### src/rtl/bm_dag1_pkg.sv
// Shared definitions for the bm_dag1_pipe add/sub DAG micro-benchmark.
//
// Contents:
//   DEF_WIDTH / DEF_CNT_W   default operand and counter widths
//   dag1_t1_width()         width of the a+b temp for a given config
//   dag1_t23_width()        width of the a-b and b+b temps for a given config
//   dag1_ref()              golden result of (a+b)+(a-b)-(b+b) for a given
//                           width, either wrapped modulo 2^width or clamped
//                           to [0, 2^width-1]
//
// The S1 temp bundle typedef lives in the top module. Its field widths
// depend on WIDTH, and a package typedef cannot see a module parameter, so
// the two width helpers here keep that layout in a single place.

package bm_dag1_pkg;

  localparam int DEF_WIDTH = 2;
  localparam int DEF_CNT_W = 8;

  // The saturating build needs a carry bit on a+b, and a sign bit plus a
  // carry bit on the two other temps.
  function automatic int dag1_t1_width(input int width, input bit sat);
    return sat ? width + 1 : width;
  endfunction

  function automatic int dag1_t23_width(input int width, input bit sat);
    return sat ? width + 2 : width;
  endfunction

  // Reference result. The exact value is 2a-2b. When sat is clear it is
  // wrapped modulo 2^width. When sat is set it is clamped to the unsigned
  // range. width must be in 2..32.
  function automatic logic [31:0] dag1_ref(input logic [31:0] a,
                                           input logic [31:0] b,
                                           input bit          sat,
                                           input int          width = DEF_WIDTH);
    longint exact;
    longint hi;
    exact = 2 * longint'(a) - 2 * longint'(b);
    hi    = (longint'(1) << width) - 1;
    if (sat) begin
      if (exact < 0)       exact = 0;
      else if (exact > hi) exact = hi;
    end else begin
      exact = exact & hi;
    end
    return exact[31:0];
  endfunction

endpackage

### src/rtl/bm_dag1_stage.sv
// Generic valid/ready register slice. It holds one data word and has no
// skid buffer.
//
// Ports:
//   clock       rising-edge clock
//   reset       asynchronous active-high clear (valid and data go to 0)
//   up_valid    upstream offers up_data
//   up_ready    slice accepts this cycle: empty, or the held word leaves
//   up_data     incoming word (DATA_W bits)
//   down_valid  slice holds a word
//   down_ready  downstream takes the held word this cycle
//   down_data   held word (DATA_W bits)
//
// up_ready depends combinationally on down_ready. When slices are chained,
// a single consumer ready therefore ripples back through the pipeline in
// one cycle.

module bm_dag1_stage #(
  parameter int DATA_W = 8
) (
  input  logic              clock,
  input  logic              reset,
  input  logic              up_valid,
  output logic              up_ready,
  input  logic [DATA_W-1:0] up_data,
  output logic              down_valid,
  input  logic              down_ready,
  output logic [DATA_W-1:0] down_data
);

  logic              valid_q;
  logic [DATA_W-1:0] data_q;

  assign up_ready = !valid_q || down_ready;

  // A load takes priority over draining. When a word leaves and a new one
  // arrives in the same cycle, the slice stays full.
  always_ff @(posedge clock or posedge reset) begin
    if (reset) begin
      valid_q <= 1'b0;
      data_q  <= '0;
    end else if (up_valid && up_ready) begin
      valid_q <= 1'b1;
      data_q  <= up_data;
    end else if (down_ready) begin
      valid_q <= 1'b0;
    end
  end

  assign down_valid = valid_q;
  assign down_data  = data_q;

endmodule

### src/rtl/bm_dag1_pipe.sv
// Two-stage pipelined add/sub DAG:
//   out = (a_in + b_in) + (a_in - b_in) - (b_in + b_in)
// S1 registers the three temps. S2 registers the combined result. Both
// stages use bm_dag1_stage for valid/ready flow control.
//
// Ports:
//   clock      rising-edge clock
//   reset      asynchronous active-high clear of all state
//   in_valid   a_in/b_in hold an operand pair
//   in_ready   pair accepted this cycle (combinational from out_ready)
//   a_in/b_in  unsigned operands, WIDTH bits
//   out_valid  out holds a result
//   out_ready  consumer takes out this cycle
//   out        result, WIDTH bits
//   out_count  consumed results modulo 2^CNT_W
//
// Build option BM_DAG1_SAT_EN:
//   undefined  temps are WIDTH bits and out = (2a - 2b) mod 2^WIDTH
//   defined    temps are widened, and out = 2a - 2b clamped to
//              [0, 2^WIDTH-1]
// Latency and handshake are identical in both builds.

module bm_dag1_pipe
  import bm_dag1_pkg::*;
#(
  parameter int WIDTH = DEF_WIDTH,
  parameter int CNT_W = DEF_CNT_W
) (
  input  logic             clock,
  input  logic             reset,
  input  logic             in_valid,
  output logic             in_ready,
  input  logic [WIDTH-1:0] a_in,
  input  logic [WIDTH-1:0] b_in,
  output logic             out_valid,
  input  logic             out_ready,
  output logic [WIDTH-1:0] out,
  output logic [CNT_W-1:0] out_count
);

`ifdef BM_DAG1_SAT_EN
  localparam bit SAT_EN = 1'b1;
`else
  localparam bit SAT_EN = 1'b0;
`endif

  localparam int T1_W  = dag1_t1_width(WIDTH, SAT_EN);
  localparam int T23_W = dag1_t23_width(WIDTH, SAT_EN);

  typedef struct packed {
    logic [T1_W-1:0]  t1;  // a + b
    logic [T23_W-1:0] t2;  // a - b (two's complement when widened)
    logic [T23_W-1:0] t3;  // b + b
  } s1_bundle_t;

  localparam int S1_W = $bits(s1_bundle_t);

  s1_bundle_t       s1_next;
  s1_bundle_t       s1_q;
  logic             s1_valid;
  logic             s2_ready;
  logic [WIDTH-1:0] s2_next;

  // S2 combine. The wrapping build lets the sum overflow naturally. The
  // saturating build works at WIDTH+3 bits: t1+t2 can reach about 3*2^WIDTH
  // before t3 is subtracted, and that value must not wrap.
  function automatic logic [WIDTH-1:0] s2_calc(input s1_bundle_t t);
`ifdef BM_DAG1_SAT_EN
    logic signed [WIDTH+2:0] sum;
    sum = $signed({2'b00, t.t1})
        + $signed({t.t2[T23_W-1], t.t2})
        - $signed({t.t3[T23_W-1], t.t3});
    if (sum < 0)
      return '0;
    else if (sum > $signed({3'b000, {WIDTH{1'b1}}}))
      return '1;
    else
      return sum[WIDTH-1:0];
`else
    return t.t1 + t.t2 - t.t3;
`endif
  endfunction

  always_comb begin
    s1_next = '0;
`ifdef BM_DAG1_SAT_EN
    s1_next.t1 = {1'b0, a_in} + {1'b0, b_in};
    s1_next.t2 = {2'b00, a_in} - {2'b00, b_in};
    s1_next.t3 = {2'b00, b_in} + {2'b00, b_in};
`else
    s1_next.t1 = a_in + b_in;
    s1_next.t2 = a_in - b_in;
    s1_next.t3 = b_in + b_in;
`endif
  end

  bm_dag1_stage #(.DATA_W(S1_W)) u_s1 (
    .clock      (clock),
    .reset      (reset),
    .up_valid   (in_valid),
    .up_ready   (in_ready),
    .up_data    (s1_next),
    .down_valid (s1_valid),
    .down_ready (s2_ready),
    .down_data  (s1_q)
  );

  assign s2_next = s2_calc(s1_q);

  // s2_ready is "S2 may load" (!out_valid || out_ready). It also serves as
  // S1's downstream ready, which makes in_ready = !s1_valid || s2_ready.
  bm_dag1_stage #(.DATA_W(WIDTH)) u_s2 (
    .clock      (clock),
    .reset      (reset),
    .up_valid   (s1_valid),
    .up_ready   (s2_ready),
    .up_data    (s2_next),
    .down_valid (out_valid),
    .down_ready (out_ready),
    .down_data  (out)
  );

  always_ff @(posedge clock or posedge reset) begin
    if (reset)
      out_count <= '0;
    else if (out_valid && out_ready)
      out_count <= out_count + CNT_W'(1);
  end

  // Cross-check the temp and combine arithmetic against the golden
  // function each time a pair is accepted.
  always_ff @(posedge clock) begin
    if (!reset && in_valid && in_ready)
      assert (s2_calc(s1_next) ==
              WIDTH'(dag1_ref(32'(a_in), 32'(b_in), SAT_EN, WIDTH)));
  end

endmodule

### config.mk
export PLATFORM = sky130hd
export DESIGN_NAME = bm_dag1_pipe
export DESIGN_NICKNAME = d
export VERILOG_FILES = /design/src/rtl/bm_dag1_pkg.sv /design/src/rtl/bm_dag1_stage.sv /design/src/rtl/bm_dag1_pipe.sv
export SDC_FILE = /design/constraint.sdc
export NUM_CORES = 1
export LEC_CHECK = 0
export ABC_AREA = 1
export BUFFER_PORTS_ARGS = -buffer_cell sky130_fd_sc_hd__buf_2
export CAP_MARGIN = 20
export CORE_MARGIN = 3
export CORE_UTILIZATION = 30
export DETAILED_ROUTE_END_ITERATION = 8
export GPL_ROUTABILITY_DRIVEN = 1
export SYNTH_ARGS = -nofsm -noshare
export SYNTH_HDL_FRONTEND = slang
export SYNTH_SLANG_ARGS = --single-unit
### constraint.sdc
create_clock -name clock -period 3.7 [get_ports clock]
set_clock_uncertainty 0.15 [all_clocks]
set_input_delay 0.37 -clock clock [delete_from_list [all_inputs] [get_ports clock]]
set_output_delay 0.37 -clock clock [all_outputs]
set_load 0.05 [all_outputs]
==> metrics list <==
* Top area cells in the synthesized netlist: sky130_fd_sc_hd__dfrtp_1 (47%), sky130_fd_sc_hd__nand2_1 (18%), sky130_fd_sc_hd__inv_1 (7.9%), sky130_fd_sc_hd__nand3_1 (5.0%), sky130_fd_sc_hd__ha_1 (4.7%)
* Commonest non-fill, non-tap cell in the layout: sky130_fd_sc_hd__nand2_1
- Post-CTS Repair Setup Buffers: 0
- Clk buf depth: 2
- Critical register-to-register path startpoint: out_count[0]
* Initial DRC Count: 14
* Number of antenna violations at the first check in global routing: 0
- Leak pwr: 0.000539 uW
- The die is 57.8 um wide.
* Cell Area, Synth: 805 um^2
* Register Area: 375 um^2
- Routed via count: 680
- Overall power: 673 uW
- Counting the fill cells in the layout gives 276.
- Final critical delay including setup and external delays: 1.63 ns
- At the later pin of the worst-skew pair, clock insertion delay measures 0.27 ns.
- Critical Setup Path Class: flip-flop to output port
* WP data required: 3.18 ns
- Number of levels in the clock H-tree: 1
- Reg-to-reg setup timing slack: 2.35 ns
* Final design instance area without fill: 946 um^2
- Area overhead of the layout relative to synthesis: 17.6%
- Total nets after synthesis: 115
- In the layout the commonest cells are sky130_fd_sc_hd__nand2_1 (38), sky130_fd_sc_hd__buf_2 (18), sky130_fd_sc_hd__inv_1 (17).
- Data arrival time of the critical path: 1.11 ns
- Fmax: 613 MHz
- Row generation in the floorplan step produced 18 rows.
* Largest net degree at the start of global routing: 16
- Final hold vios: 15
- Dividing the detail-routed wire length by the instance count gives 9.21 um.
- Type of element capturing the critical path: output port
- Die outline area: 3340 um^2
- Failing checks: hold timing
* Met3 GRT Util: 0.0200
- Post-synthesis sequential area ratio: 0.467
- Cts hold-fix bufs: 0
* Final #Nets: 136
- Across the VDD grid, the largest voltage drop is 0.000424 V.
- Measured slew at the worst slew-check pin: 0.579 ns
* Clock tree from TritonCTS: done
- The count of nets left with antenna violations once routing finished came out at 0.
- Post-Place Cell Area: 920 um^2
- After clock tree synthesis, the clock-pin slew on the worst setup and hold paths is 0.09 ns.
- Cell type with the highest aggregate area in the netlist: sky130_fd_sc_hd__dfrtp_1
- Final core utilization: 0.375
- Post-Route Setup TNS: 0 ns
* Number of global-route vias before repair: 637
- Of the cells placed in the final design, the portion with a size suffix greater than 1 is 0.210.
* Path depth of the worst reg2reg path: 5
- Core Box Area: 2520 um^2
- Synthesized netlist cell count: 104
- Dividing the final minimum period by the clock period gives 0.441.
- Count of inserted antenna diode cells: 0
* Met1 usage: 0.111
* Quantity of I/O buffers inserted on ports: 18
* Worst setup SP type: flip-flop
* Number of clock sinks seen by CTS: 15
- Power spread over the standard cell area amounts to 711 nW/um^2.
- Post-Synthesis Mean Instance Area: 7.74 um^2
- Yosys printed 0 warnings.
- Counting the buffers created by CTS gives 3.
- Capture instance of the worst register-to-register path: out_count[4]
* Final HPWL DP: 1.12 mm
* Most used routing layer: met2
* Wire length reported by the detailed router: 1.42 mm
* DR pass1 iterations: 4
* Average vias per placed instance: 4.42
- 20 I/O pins were placed.
* GRT Total Usage: 0.0951
* Gpl congestion: 0.728
- Number of enable-type register cells in the synthesized netlist: 0
- After synthesis the netlist holds a flip-flop and latch count of 15.
- The number of different library cells used by synthesis comes to 18.
* Total congestion overflow: 0
- Initial cell density of the core: 0.319
* Area share of the largest cell type after synthesis: 0.467
- The count of pins over their slew limit came to 0.
- Post-cts sizing count: 0
- Setup repair after global routing left no endpoint under its margin.
* Worst slew margin: 0.613
* Async S/R FF share, synth: 1.00
- The die is 57.8 um tall.
- Path category of the worst min-delay check: input pin to async pin
* Met2 global-route usage: 0.168
* Global-route wire length before repair: 2.48 mm
- Hold timing on the final database bottoms out at a slack of -0.00551 ns.
- The flow ran to the end, but the final reports show violations.
- Clock root buffer master: sky130_fd_sc_hd__clkbuf_4
- Count of endpoints failing setup in the final report: 0
* Multi-input gate area: 353 um^2
- Synth Flop Type: sky130_fd_sc_hd__dfrtp_1
- Critical path peak fanout: 6
* Number of max-cap violations: 0
- After detailed routing, the number of remaining DRC violations is 0.
flip-flops by register name, summed over array words and instances, names as in the netlist:
name             cells
out_count            8
u_s1.down_data       4
u_s1.down_valid      1
u_s2.down_data       1
u_s2.down_valid      1
per-layer routing:
metal,up-vias,part of all wire
li1,356,-
met1,307,0.45
met2,15,0.48
met3,2,0.062
met4,0,0.0056
met5,-,0
synthesized netlist by cell type (all sizes together), types with 2 or more instances:
library cell and number:
inv 17, nand3 9, o21ai 2, nand4 4, nand2 39, dfrtp 15
buf 2, xor2 2, ha 3, nor2 6, xnor2 2
how the worst max path moves through the flow:
stage	from	to	slack [ns]	cells past startpoint
2_1_floorplan	u_s2.down_valid	u_s1.down_data[3]	1.92	5
3_3_place_gp	out_ready	in_ready	2.29	4
3_5_place_dp	out_ready	in_ready	2.29	4
4_1_cts	u_s2.down_valid	in_ready	2.05	2
5_1_grt	u_s2.down_valid	in_ready	2.01	2
6_report	u_s2.down_valid	in_ready	2.07	2
power breakdown:
group / leakage, uW / internal (uW) / total (uW) / switching (uW)
logic: 0.000345 / 81.9 / 312 / 230
clock network: 0.0000150 / 41.7 / 90.4 / 48.7
registers: 0.000180 / 214 / 270 / 56.8
layout make-up:
cell class	count	share of cell area
flip-flops and latches	15	0.397
well taps	30	0.0397
repair buffers	18	0.0952
inverters	17	0.0675
multi-input cells	70	0.373
clock buffers	4	0.0278
kinds of logic (layout without fill, tap and decap cells):
logic type                 Yosys count  after routing  share of synthesized area
adders and majority gates            3              3                     0.0467
xor gates and xnor gates             4              4                     0.0436
AOI/OAI and AO/OA                    2              2                     0.0124
muxes                                1              1                     0.0140
DFF                                 15             15                      0.467
buffers and inverters               19             39                     0.0949
other                                1              1                    0.00466
and+or+nand+nor                     59             59                      0.317
stage by stage:
| stage | setup slack, ns | instances | hold slack, ns |
|---|---|---|---|
| floorplan | 1.92 | 104 | 0.121 |
| global placement | 2.29 | 150 | 0.305 |
| detailed placement | 2.29 | 150 | 0.317 |
| CTS | 2.05 | 154 | 0.00767 |
| global route | 2.01 | 154 | 0.0299 |
| finish | 2.07 | 154 | -0.00551 |
critical path, stage by stage, from the launching register on:
cell	delay [ns]
sky130_fd_sc_hd__dfrtp_1	0.45
sky130_fd_sc_hd__nand3_2	0.12
sky130_fd_sc_hd__buf_2	0.27
(Power assumes the default switching activity.)
